[config.mk]
export PLATFORM = sky130hd
export DESIGN_NAME = segment_capture
export DESIGN_NICKNAME = d
export VERILOG_FILES = /design/src/rtl/segment_capture.sv
export SDC_FILE = /design/constraint.sdc
export NUM_CORES = 1
export LEC_CHECK = 0
export BUFFER_PORTS_ARGS = -buffer_cell sky130_fd_sc_hd__buf_4
export CAP_MARGIN = 10
export CORE_ASPECT_RATIO = 0.75
export CORE_MARGIN = 5
export CORE_UTILIZATION = 39
export CTS_CLUSTER_DIAMETER = 80
export DETAILED_ROUTE_END_ITERATION = 10
export PLACE_DENSITY = 0.67
export SKIP_CTS_REPAIR_TIMING = 1
export SLEW_MARGIN = 20
export SYNTH_ARGS = -nofsm -noshare
export SYNTH_HDL_FRONTEND = slang
export SYNTH_SLANG_ARGS = --single-unit
[constraint.sdc]
create_clock -name clock -period 3.7 [get_ports clock]
set_input_delay 0.37 -clock clock [delete_from_list [all_inputs] [get_ports clock]]
set_output_delay 0.37 -clock clock [all_outputs]
set_load 0.005 [all_outputs]
[src/rtl/segment_capture.sv]
// Reads a multiplexed 4-digit 7-segment bus. It debounces each digit strobe, decodes the glyphs
// to BCD, and rebuilds the {hours,minutes} time word. It flags bad glyphs, out-of-range times and stalled scans.
module segment_capture #(
   parameter int STABLE_CYCLES = 4,
   parameter int TIMEOUT       = 1024
) (
   input  logic        clock,
   input  logic        reset,
   input  logic [3:0]  digit_sel,
   input  logic [6:0]  segment,
   output logic [11:0] data_out,
   output logic        data_valid,
   output logic        err,
   output logic [1:0]  err_code
);

   localparam int SW = (STABLE_CYCLES > 2) ? $clog2(STABLE_CYCLES) : 1;
   localparam int TW = (TIMEOUT > 2) ? $clog2(TIMEOUT) : 1;
   localparam logic [SW-1:0] STAB_MAX = SW'(STABLE_CYCLES - 1);
   localparam logic [SW-1:0] STAB_ARM = SW'(STABLE_CYCLES - 2);
   localparam logic [TW-1:0] TO_LAST  = TW'(TIMEOUT - 1);

   typedef enum logic [1:0] {
      IDLE     = 2'd0,
      COLLECT  = 2'd1,
      ASSEMBLE = 2'd2
   } state_t;

   state_t          state;
   logic [10:0]     sample;
   logic [10:0]     prev_sample;
   logic [SW-1:0]   stab_cnt;
   logic [TW-1:0]   to_cnt;
   logic [3:0]      mask;
   logic [3:0][3:0] digits;   // [0] min ones, [1] min tens, [2] hr ones, [3] hr tens

   logic [3:0] sel_s;
   logic [6:0] seg_s;
   logic       same;
   logic       accept;
   logic       sel_onehot;
   logic [4:0] dec;
   logic       glyph_ok;
   logic       glyph_bad;
   logic [3:0] mask_next;
   logic [6:0] min_val;
   logic [6:0] hr_val;
   logic       range_bad;

   // Returns {known, bcd}; anything outside the ten digit shapes is unknown.
   function automatic logic [4:0] decode(input logic [6:0] s);
      logic [4:0] r;
      case (s)
         7'h3F:   r = {1'b1, 4'd0};
         7'h06:   r = {1'b1, 4'd1};
         7'h5B:   r = {1'b1, 4'd2};
         7'h4F:   r = {1'b1, 4'd3};
         7'h66:   r = {1'b1, 4'd4};
         7'h6D:   r = {1'b1, 4'd5};
         7'h7D:   r = {1'b1, 4'd6};
         7'h07:   r = {1'b1, 4'd7};
         7'h7F:   r = {1'b1, 4'd8};
         7'h6F:   r = {1'b1, 4'd9};
         default: r = 5'd0;
      endcase
      return r;
   endfunction

   assign sel_s      = sample[10:7];
   assign seg_s      = sample[6:0];
   assign same       = (sample == prev_sample);
   // Fires on the single cycle the counter steps onto its saturation value.
   assign accept     = same && (stab_cnt == STAB_ARM);
   assign sel_onehot = (sel_s != 4'd0) && ((sel_s & (sel_s - 4'd1)) == 4'd0);
   assign dec        = decode(seg_s);
   assign glyph_ok   = accept && sel_onehot && dec[4];
   assign glyph_bad  = accept && (sel_s != 4'd0) && !(sel_onehot && dec[4]);
   assign mask_next  = mask | (glyph_ok ? sel_s : 4'd0);

   assign min_val    = {3'b000, digits[1]} * 7'd10 + {3'b000, digits[0]};
   assign hr_val     = {3'b000, digits[3]} * 7'd10 + {3'b000, digits[2]};
   assign range_bad  = (min_val > 7'd59) || (hr_val > 7'd23);

   always_ff @(posedge clock) begin
      if (reset) begin
         state       <= IDLE;
         sample      <= '0;
         prev_sample <= '0;
         stab_cnt    <= '0;
         to_cnt      <= '0;
         mask        <= '0;
         digits      <= '0;
         data_out    <= '0;
         data_valid  <= 1'b0;
         err         <= 1'b0;
         err_code    <= 2'b00;
      end else begin
         prev_sample <= sample;
         sample      <= {digit_sel, segment};
         data_valid  <= 1'b0;
         err         <= 1'b0;

         if (!same)
            stab_cnt <= '0;
         else if (stab_cnt != STAB_MAX)
            stab_cnt <= stab_cnt + 1'b1;

         for (int i = 0; i < 4; i++) begin
            if (glyph_ok && sel_s[i])
               digits[i] <= dec[3:0];
         end

         // While a frame is being assembled its outcome owns the err/data_valid pulse.
         if (glyph_bad && (state != ASSEMBLE)) begin
            err      <= 1'b1;
            err_code <= 2'b01;
         end

         case (state)
            IDLE: begin
               mask <= mask_next;
               if (glyph_ok) begin
                  to_cnt <= '0;
                  state  <= COLLECT;
               end
            end
            COLLECT: begin
               if (mask == 4'b1111) begin
                  state <= ASSEMBLE;
               end else if ((to_cnt == TO_LAST) && (mask_next != 4'b1111)) begin
                  err      <= 1'b1;
                  err_code <= 2'b11;
                  mask     <= '0;
                  state    <= IDLE;
               end else begin
                  // A last digit landing on the timeout edge completes the frame instead.
                  mask <= mask_next;
                  if (to_cnt != TO_LAST)
                     to_cnt <= to_cnt + 1'b1;
               end
            end
            ASSEMBLE: begin
               if (range_bad) begin
                  err      <= 1'b1;
                  err_code <= 2'b10;
               end else begin
                  data_out   <= {hr_val[5:0], min_val[5:0]};
                  data_valid <= 1'b1;
               end
               mask  <= glyph_ok ? sel_s : 4'd0;
               state <= IDLE;
            end
            default: begin
               mask  <= '0;
               state <= IDLE;
            end
         endcase
      end
   end

endmodule
## Yosys cells after proc, flatten, opt, wreduce, memory -nomap -nowiden

Index checks and enable logic that the tools add are counted.

- Logic and storage cells: 102
- Input port bits: 13
- Output and inout port bits: 16
- Register bits after elaboration: 72

- $add $sub $neg: 5
- Multiply operators: 2
- Reductions and logical operators: 24
- $lt $le $gt $ge: 2
- Mux-type cells: 25
- Bitwise operators: 5
- Equal/unequal tests: 25

Operators with widths:

| operator | number |
|---|---|
| 5-bit one-hot mux with 10 select lines | 1 |
| 7-bit == test (second input constant) | 7 |
| 10-bit 2-to-1 mux | 4 |
| 10-bit one-hot mux with 2 select lines | 1 |
| 7-bit by 4-bit adder with 7-bit output | 2 |
| 7-bit by 3-bit == test with 1-bit output (second input constant) | 2 |
| 2-bit 2-to-1 mux | 7 |
| 1-bit logical AND | 13 |
| 4-bit by 3-bit multiplier with 6-bit output (second input constant) | 2 |
| 4-bit 2-to-1 mux | 3 |
| 2-bit != test (second input constant) | 6 |
| 4-bit one-hot mux with 3 select lines | 1 |
| 11-bit == test | 1 |
| 10-bit by 1-bit adder with 10-bit output (second input constant) | 1 |
| 10-bit == test (second input constant) | 1 |
| 10-bit != test (second input constant) | 1 |
| 2-bit one-hot mux with 2 select lines | 2 |
| 7-bit by 6-bit == test with 1-bit output (second input constant) | 1 |
| 7-bit by 5-bit > comparator with 1-bit output (second input constant) | 1 |
| 7-bit by 6-bit > comparator with 1-bit output (second input constant) | 1 |
| 1-bit 2-to-1 mux | 5 |
| 5-bit AND reduction | 1 |
| 4-bit bitwise AND | 1 |
| 2-bit == test (second input constant) | 2 |
| 17 further kinds | 21 |

## Logic depth before layout (Yosys ltp)

Gate-level depths: netlist of run 1.

- Depth after elaboration: 13
- Mapped depth: 14
- Mapped depth without buffers: 12

## Least setup slack after synthesis of run 1

OpenSTA, ideal clock, no wires.

- Path type: register -> register
- Start: register digits[13] (netlist bit)
- End: register data_out[0]
- Stages on the path, launching flop included: 13
- Arrival time: 2.958 ns
- Required time: 3.572 ns
- Clock period less this slack: 3.086 ns
- Setup slack: 0.614 ns
- Library setup time: 0.128 ns
- Buffers on the path: 2
- Path through: dfxtp_1 > ha_1 > ha_1 > fa_1 > xor2_1 > mux2_2 > and3_1 > o21ai_0 > or2_2 > clkbuf_1 > buf_2 > mux2i_1 > nor2_1

- Longest elaborated chain between the ends: 6

RTL lines:

| item | line | source |
|---|---|---|
| start: declaration | 35 | `logic [3:0][3:0] digits;` |
| start signal: indexed assignment | 110 | `digits[i] <= dec[3:0];` |
| 4-bit by 3-bit multiplier with 6-bit output | 81 | `assign hr_val = {3'b000, digits[3]} * 7'd10 + {3'b000, digits[2]};` |
| 7-bit by 4-bit adder with 7-bit output | 81 |  |
| 7-bit by 5-bit > comparator with 1-bit output | 82 | `assign range_bad = (min_val > 7'd59) \|\| (hr_val > 7'd23);` |
| 1-bit logical OR | 82 |  |
| 1-bit inverter (no line) | - |  |
| 2-bit AND reduction (no line) | - |  |
| end signal: assignment | 147 | `data_out <= {hr_val[5:0], min_val[5:0]};` |
| end: declaration | 11 | `output logic [11:0] data_out,` |

Every way passes these cells.
A chain may end at the register's enable or synchronous reset.

## Final worst setup path of run 1

- Start: register digits[5] (netlist bit)
- End: register err_code[0]

- Longest elaborated chain between the ends: 6

RTL lines:

| item | line | source |
|---|---|---|
| 4-bit by 3-bit multiplier with 6-bit output | 80 | `assign min_val = {3'b000, digits[1]} * 7'd10 + {3'b000, digits[0]};` |
| 7-bit by 4-bit adder with 7-bit output | 80 |  |
| 7-bit by 6-bit > comparator with 1-bit output | 82 |  |
| 1-bit logical OR | 82 |  |
| 2-bit 2-to-1 mux | 143 | `if (range_bad) begin` |
| 2-bit one-hot mux with 2 select lines | 119 | `case (state)` |
| end signal: assignment | 116 | `err_code <= 2'b01;` |
| end signal: assignment | 132 | `err_code <= 2'b11;` |
| end signal: assignment | 145 | `err_code <= 2'b10;` |
| end: declaration | 14 | `output logic [1:0] err_code` |

Every way passes these cells.

==> results_dict.tcl, run 1 <==
set metrics [dict create \
    rsz0062_at_grt "no" \
    setup_tns_ns 0 \
    grt_use_total_pct 14.4 \
    synth-seq-cells 72 \
    worst_slew_pin_slew_ns 0.962 \
    wl_per_cell_um 13.4 \
    cts.clk_slew.worst_paths_ns 0.05 \
    yosys_warnings 0 \
    grt_pass1_wl_mm 13.5 \
    diodes 0 \
    seq_area_frac_synth_pct 38.0 \
    grt.overflow.total 0 \
    place.gp.congestion 0.834 \
    viasPerCell 5.04 \
    ant_nets 0 \
    placeableCoreArea_um2 9580 \
    syn_inst 426 \
    final_max_slew_viol_count 0 \
    avgSynthCellArea_um2 8.91 \
    p_leak_nw 1.74 \
    final_common_cell "dfxtp_1" \
    fin_area_um2 4310 \
    critPathCaptureType "flop" \
    wl_mm 7.78 \
    nets 479 \
    drive_gt1_share_pct 13.4 \
    irDropWorstVdd_uv 225 \
    die_area_um2 11800 \
    synth.distinct_cells 61 \
    area_growth_pct 13.5 \
    crit_path_max_fanout 14 \
    fin_ws_ns 0.518 \
    cpMostUsedCell "o21ai_0" \
    htree_levels 3 \
    crit_buf_inv 1 \
    dp_slack_ns 0.493 \
    cp_slowest_cell "or2_2" \
    cts_buffers 9 \
    start_kind "flop" \
    route.detailed.drc 0 \
    cts-root-buf "clkbuf_16" \
    cellPowerDensity_nw_per_um2 374 \
    clock_skew_ns 0.00368 \
    dp_cells 564 \
    synth_async_sr_flop_share_pct 0 \
    cp_top_family "adder cells" \
    stdcell_count 579 \
    grt_max_degree 72 \
    fin_util_pct 45.0 \
    clk_latency_ns 0.33 \
    critPathArrivalTime_ns 3.44 \
    fin_crit_ns 3.18 \
    cts_sinks 72 \
    rows 31 \
    yosys_most_used_dff "dfxtp_1" \
    io_buffer_count 28 \
    syn_area_um2 3800 \
    num-fill-cells 950 \
    hp-class "in -> reg" \
    dp_hpwl_mm 5.61 \
    drv_cap 0 \
    drt_iter0_drc 140 \
    initial_utilization_pct 39.6 \
    cts_buffer_depth 2 \
    worstPathCellList "ha_1 -> ha_1 -> inv_1 -> fa_1 -> nand3_1 -> a211oi_1 -> maj3_1 -> o21ai_0 -> o21ai_0 -> or2_2 -> a211o_1 -> o21ai_0" \
    hold_violations 0 \
    period_share_pct 86.0 \
    die_y_um 95.5 \
    die_width_um 124 \
    worstPathRequired_ns 3.95 \
    pin_count 29 \
    antenna_found_initial 0 \
    grt_pass1_vias 2856 \
    max_freq_mhz 314 \
    total_power_mw 1.61 \
    cts_tree "yes" \
    setup_viol 0 \
    whs_ns 0.250 \
    slew_headroom_pct 34.2 \
    syn_nets 462 \
    outcome "complete, no violations" \
    final_cell_mix "dfxtp_1 (72), nor2_1 (47), nand2_1 (41)" \
    dr.pass1.iters 5 \
    path_class "reg -> reg" \
    synth_edf_count 0 \
    place_area_um2 4050 \
    num_vias 2919 \
    slowest_delay_ns 0.49 \
]
-- metal layers --
metal / up-vias / wire length [um] / part of all wire (%) / global-route usage [%]
li1: 1494 / - / - / -
met1: 1368 / 3860 / 50 / 19.5
met2: 55 / 3530 / 45 / 22.0
met3: 2 / 367 / 4.7 / 4.45
met4: 0 / 21 / 0.27 / 4.38
met5: - / 0 / 0 / 0
-- cell type report --
class                   instances  area [um^2]  area share (%)
clock buffers                  11          233            5.40
clock inverters                 4         22.5           0.523
inverters                      18         67.6            1.57
multi-input cells             313         2160            50.2
flip-flops and latches         72         1440            33.4
well taps                     132          165            3.83
repair buffers                 29          218            5.05
-- path summary, 6_finish.rpt --
kind | from | endpoint | slack [ns] | depth (start not counted)
max | digits[5] | err_code[0] | 0.52 | 12
min | segment[2] | sample[2] | 0.25 | 2
max reg2reg | digits[5] | err_code[0] | 0.52 | 12
min reg2reg | data_out[2] | data_out[2] | 0.46 | 2
-- cell usage after synthesis, types with 2 or more instances --
cell type / count / area share, %
a21o_1: 6 / 1.2
a21oi_1: 24 / 3.2
and2_1: 2 / 0.33
and3_1: 4 / 0.66
buf_1: 2 / 0.20
buf_2: 5 / 0.66
buf_4: 3 / 0.59
buf_6: 3 / 0.89
clkbuf_1: 10 / 0.99
dfxtp_1: 72 / 38
fa_1: 4 / 2.1
ha_1: 19 / 6.3
inv_1: 18 / 1.8
mux2_2: 2 / 0.59
mux2i_1: 25 / 6.6
nand2_1: 41 / 4.1
nand2b_1: 4 / 0.66
nand3_1: 10 / 1.3
nand3b_1: 2 / 0.40
nand4_1: 3 / 0.49
nor2_1: 47 / 4.6
nor2b_1: 27 / 4.4
nor3_1: 8 / 1.1
nor3b_1: 2 / 0.40
nor4_1: 3 / 0.49
nor4_4: 2 / 1.1
o21a_1: 4 / 0.79
o21ai_0: 13 / 1.7
or2_2: 4 / 0.66
or3_1: 7 / 1.2
xnor2_1: 3 / 0.69
xor2_1: 18 / 4.2
-- registers in the layout, summed over array words and instances, names as in the netlist --
name         count
err_code         2
stab_cnt         2
to_cnt          10
sample          11
data_out        12
prev_sample     11
err              1
data_valid       1
mask             4
state            2
digits          16
-- power by group --
part           internal (mW)  total, mW  switching (mW)
combinational         0.0285     0.0607          0.0322
clock                  0.446      0.749           0.303
sequential             0.787      0.804          0.0169
-- worst reg2reg max path, delay by kind of cell, from the launching register on --
family / cells / cell delay [ns]
fa+ha+maj: 4 / 1.31
compound gates: 5 / 0.78
simple gates: 2 / 0.61
flops: 1 / 0.34
buf+inv: 1 / 0.06
-- cells by family after synthesis --
group / Yosys count / synth area share, %
AND/OR/NAND/NOR: 175 / 24.2
buffers and inverters: 41 / 5.11
multiplexers: 27 / 7.18
flip-flops: 72 / 38.0
AO/OA/AOI/OAI: 66 / 12.1
adder cells (fa/ha/maj): 24 / 8.63
XOR/XNOR: 21 / 4.84
Power figures use the tool's default switching activity.
==> run 2, diff against run 1 <==
- PLACE_DENSITY: 0.67 -> 0.69
- clock period: 3.7 -> 2.8 ns (I/O delays scaled with it)
==> run 2 against run 1 <==
Net effect: critical path depth is the same; die area unchanged; hold slack lost 0.095 ns; routed wire length grew 3.6%; global-route usage barely moved; first-iteration DRC count is 13% lower; total power rose by 44%; clock power increased by 56%; final cell count grew 2.4%; non-clock buffer count up 12; largest cell class unchanged.
==> results_dict.tcl, run 2 (synthesis results as in run 1) <==
set metrics [dict create \
    drive_gt1_share_pct 20.8 \
    cts_sinks 72 \
    worst_slew_pin_slew_ns 0.725 \
    drv_cap 0 \
    p_leak_nw 1.82 \
    critPathArrivalTime_ns 2.86 \
    antenna_found_initial 0 \
    place_area_um2 4170 \
    p_switching_mw 0.501 \
    path_class "reg -> reg" \
    fin_ws_ns 0.127 \
    grt.overflow.total 0 \
    die_y_um 95.5 \
    fin_util_pct 47.6 \
    dp_hpwl_mm 5.68 \
    setup_viol 0 \
    nets 492 \
    combPwrFrac_pct 3.9 \
    die_area_um2 11800 \
    pwr-share-seq_pct 45.6 \
    grt_pass1_vias 2833 \
    initial_utilization_pct 39.6 \
    critPathCaptureType "flop" \
    hold_start "segment[1]" \
    num_vias 2987 \
    p_sw_share_pct 21.6 \
    fin_crit_ns 2.67 \
    io_buffer_count 28 \
    irDropWorstVdd_uv 263 \
    whs_ns 0.155 \
    clk_latency_ns 0.33 \
    hold_depth 2 \
    htree_levels 3 \
    cp_slowest_cell "fa_1" \
    p_clk_share_pct 50.5 \
    place.gp.congestion 0.872 \
    worstRegToRegCells 12 \
    pin_count 29 \
    cts-root-buf "clkbuf_16" \
    grt_use_total_pct 14.4 \
    clock_skew_ns 0.00723 \
    cts_tree "yes" \
    cts_buffers 9 \
    cts.clk_slew.worst_paths_ns 0.06 \
    hold_violations 0 \
    cellPowerDensity_nw_per_um2 510 \
    slew_headroom_pct 51.6 \
    cts_buffer_depth 2 \
    dp_slack_ns -0.0354 \
    wl_mm 8.06 \
    r2r_setup_slack_ns 0.13 \
    rows 31 \
    hp-class "in -> reg" \
    crit_path_max_fanout 7 \
    max_freq_mhz 374 \
    largest_reg_flops 16 \
    viasPerCell 5.04 \
    placeableCoreArea_um2 9580 \
    hold_end "sample[1]" \
    diodes 0 \
    period_share_pct 95.5 \
    worstPathRequired_ns 2.98 \
    area_growth_pct 20.1 \
    dr.pass1.iters 4 \
    rsz0062_at_grt "yes" \
    final_cell_mix "dfxtp_1 (67), nor2_1 (47), nand2_1 (41), buf_4 (41), nor2b_1 (27)" \
    reg_top3 "digits (16), data_out (12)" \
    outcome "complete, no violations" \
    slowest_delay_ns 0.51 \
    route.detailed.drc 0 \
    r2r-start "digits[5]" \
    grt_pass1_wl_mm 13.5 \
    regMostFlops "digits" \
    grt_max_degree 72 \
    die_width_um 124 \
    r2r-end "data_out[7]" \
    p_int_mw 1.82 \
    fin_area_um2 4560 \
    worstPathCellList "ha_4 -> ha_4 -> inv_2 -> fa_1 -> a21o_1 -> a211oi_2 -> maj3_2 -> o21ai_2 -> o21ai_2 -> or2_4 -> mux2i_1 -> nor2_1" \
    final_max_slew_viol_count 0 \
    start_kind "flop" \
    ant_nets 0 \
    wl_per_cell_um 13.6 \
    num-fill-cells 890 \
    final_common_cell "dfxtp_1" \
    drt_iter0_drc 122 \
]
==> run 2: cell count changes in the layout (fill, tap and decap cells not counted), moves of 3 or more <==
cell	previous run	this run
ha_1	19	14
buf_4	29	41
ha_4	0	3
dfxtp_2	0	5
dfxtp_1	72	67
==> run 2: power by group through the flow <==
stage	combinational [mW]	clock, mW	sequential (mW)
2_1_floorplan	0.0795	0	1.07
3_3_place_gp	0.0861	0	1.08
3_5_place_dp	0.0879	0	1.08
4_1_cts	0.0893	1.20	1.06
5_1_grt	0.102	1.25	1.06
6_report	0.0911	1.17	1.06
==> run 2: how the worst max path moves through the flow <==
stage,start,cells after the start,slack [ns],endpoint
final,digits[5],12,0.13,data_out[7]
after global routing,digits[14],10,-0.009,data_out[10]
after CTS,digits[15],10,-0.07,data_out[7]
after detailed placement,digits[15],10,-0.04,data_out[7]
after global placement,digits[5],12,0.09,err_code[0]
after floorplan,digits[5],14,-0.02,data_out[0]
==> run 2: layout make-up <==
type | count | area, um^2 | share of cell area [%]
multi-input combinational | 314 | 2260 | 49.6
sequential | 72 | 1450 | 31.8
clock inverter | 4 | 52.6 | 1.15
tap | 132 | 165 | 3.62
inverter | 18 | 67.6 | 1.48
clock buffer | 12 | 256 | 5.63
timing repair buffer | 41 | 308 | 6.75
==> run 2: metrics by stage <==
step	std cells	total power, mW	TNS, ns
finish	593	2.32	0
global route	593	2.42	-0.00899
CTS	591	2.35	-0.390
detailed placement	575	1.17	-0.151
global placement	575	1.17	0
floorplan	426	1.15	-0.0790
==> run 2: metal layers <==
metal,wire length (um),up-vias,GRT usage [%]
met1,4020,1402,19.3
met5,0,-,0
met4,86,0,3.83
met2,3600,60,23.0
met3,354,12,3.80
li1,-,1513,-
==> run 2: critical path, delay by kind of cell (launching register included) <==
family                   cells  cell delay, ns
AO/OA/AOI/OAI                4            0.40
adder cells (fa/ha/maj)      4            1.20
buffers and inverters        1            0.03
flip-flops                   1            0.34
multiplexers                 1            0.17
AND/OR/NAND/NOR              2            0.37
==> run 3, diff against run 2 <==
--- a/config.mk
+++ b/config.mk
@@ -9,2 +9,4 @@
 export CAP_MARGIN = 10
+export CELL_PAD_IN_SITES_DETAIL_PLACEMENT = 1
+export CELL_PAD_IN_SITES_GLOBAL_PLACEMENT = 1
 export CORE_ASPECT_RATIO = 0.75
@@ -14,3 +16,3 @@
 export DETAILED_ROUTE_END_ITERATION = 10
-export PLACE_DENSITY = 0.69
+export PLACE_DENSITY = 0.83
 export SKIP_CTS_REPAIR_TIMING = 1
==> constraint.sdc (replaced) <==
create_clock -name clock -period 2.8 [get_ports clock]
set_input_delay 0.42 -clock clock [delete_from_list [all_inputs] [get_ports clock]]
set_output_delay 0.42 -clock clock [all_outputs]
set_load 0.005 [all_outputs]
==> run 3 against run 2 <==
Net effect: sequential power barely moved; clock skew fell by 0.0016 ns; first-iteration DRC count rose by 9.8%; critical path type unchanged.
==> results_dict.tcl, run 3 (synthesis results as in run 1) <==
set metrics [dict create \
    hold_start "segment[2]" \
    grt_pass1_wl_mm 16.2 \
    pin_count 29 \
    cts_buffer_depth 2 \
    hold_violations 0 \
    cellPowerDensity_nw_per_um2 500 \
    htree_levels 3 \
    clock_skew_ns 0.00565 \
    drt_iter0_drc 134 \
    antenna_found_initial 0 \
    rows 31 \
    slowest_delay_ns 0.57 \
    cts-root-buf "clkbuf_16" \
    drv_cap 0 \
    final_cell_mix "dfxtp_1 (66), nor2_1 (47), buf_4 (43)" \
    cp_slowest_cell "fa_2" \
    route.detailed.drc 0 \
    fin_crit_ns 2.80 \
    area_growth_pct 20.3 \
    grt_use_total_pct 17.4 \
    crit_path_start "digits[7]" \
    worstPathRequired_ns 3.05 \
    die_width_um 124 \
    die_area_um2 11800 \
    outcome "complete, no violations" \
    max_freq_mhz 357 \
    regMostFlops "digits" \
    num_vias 3097 \
    stdcell_count 595 \
    reg_top3 "digits (16), data_out (12)" \
    worstPathCellList "ha_4 -> ha_4 -> inv_2 -> fa_2 -> a21o_1 -> a211oi_2 -> maj3_2 -> o21ai_2 -> o21ai_2 -> buf_4 -> or3_1 -> a21oi_1" \
    hp-class "in -> reg" \
    p_leak_nw 1.83 \
    start_kind "flop" \
    final_max_slew_viol_count 0 \
    place_area_um2 4200 \
    dp_hpwl_mm 7.06 \
    ant_nets 0 \
    crit_path_max_fanout 4 \
    cts_tree "yes" \
    dp_cells 578 \
    cts_buffers 9 \
    period_share_pct 99.9 \
    critPathArrivalTime_ns 3.05 \
    cts_sinks 72 \
    setup_tns_ns 0 \
    clk_latency_ns 0.33 \
    r2r-start "digits[7]" \
    wl_per_cell_um 16.3 \
    critPathCaptureType "flop" \
    die_y_um 95.5 \
    irDropWorstVdd_uv 278 \
    initial_utilization_pct 39.6 \
    largest_reg_flops 16 \
    grt_max_degree 72 \
    diodes 0 \
    io_buffer_count 28 \
    place.gp.congestion 0.824 \
    worst_slew_pin_slew_ns 0.737 \
    path_class "reg -> reg" \
    rsz0062_at_grt "yes" \
    placeableCoreArea_um2 9580 \
    setup_viol 0 \
    wl_mm 9.71 \
    dr.pass1.iters 4 \
    fin_area_um2 4570 \
    slew_headroom_pct 50.9 \
    drive_gt1_share_pct 21.8 \
    nets 495 \
    cts.clk_slew.worst_paths_ns 0.06 \
    grt_pass1_vias 3264 \
    grt.overflow.total 0 \
    final_common_cell "dfxtp_1" \
    viasPerCell 5.21 \
]
run 3: cell types whose count changed in the layout (fill, tap and decap cells not counted), moves of 2 or more:
cell | before | now
buf_4 | 41 | 43
clkinv_2 | 1 | 3
clkinv_4 | 2 | 0
nand2_1 | 41 | 39
nand2_2 | 0 | 2
run 3: report_power, final:
part	total [mW]	switching, mW	internal (mW)
logic	0.0961	0.0530	0.0432
clock network	1.13	0.422	0.704
registers	1.06	0.0199	1.04
total	2.28	0.495	1.79
run 3: layout make-up:
type / instances / area, um^2
Fill cell: 1116 / 5010
Timing Repair Buffer: 44 / 334
Inverter: 18 / 67.6
Multi-Input combinational cell: 314 / 2260
Clock inverter: 4 / 45.0
Tap cell: 132 / 165
Sequential cell: 72 / 1450
Clock buffer: 11 / 243
run 3: worst paths after layout:
path / endpoint / slack, ns / depth (start not counted)
setup / recovery: data_out[8] / 0.002 / 12
hold / removal: sample[2] / 0.30 / 2
setup reg to reg: data_out[8] / 0.002 / 12
hold reg to reg: data_out[2] / 0.46 / 2
run 3: metrics by stage:
| step | util [%] | setup slack (ns) | hold slack [ns] | total power, mW |
|---|---|---|---|---|
| after floorplan | - | -0.0158 | 0.449 | 1.15 |
| after global placement | 43.8 | 0.0800 | 0.458 | 1.17 |
| after detailed placement | 43.8 | -0.129 | 0.458 | 1.17 |
| after CTS | 46.8 | -0.185 | 0.288 | 2.31 |
| after global routing | 47.7 | -0.101 | 0.293 | 2.37 |
| final | 47.7 | 0.00212 | 0.298 | 2.28 |
run 3: worst max-delay path, delay by kind of cell (launching register included):
family                   cells  cell delay, ns
adder cells (fa/ha/maj)      4            1.26
AO/OA/AOI/OAI                5            0.60
flip-flops                   1            0.36
AND/OR/NAND/NOR              1            0.32
buffers and inverters        2            0.19
run 3: per-layer routing:
| layer | GRT usage (%) | up-vias | part of all wire (%) |
|---|---|---|---|
| li1 | - | 1519 | - |
| met1 | 21.5 | 1517 | 46 |
| met2 | 29.8 | 46 | 49 |
| met3 | 4.57 | 15 | 3.1 |
| met4 | 5.29 | 0 | 1.7 |
| met5 | 0 | - | 0 |
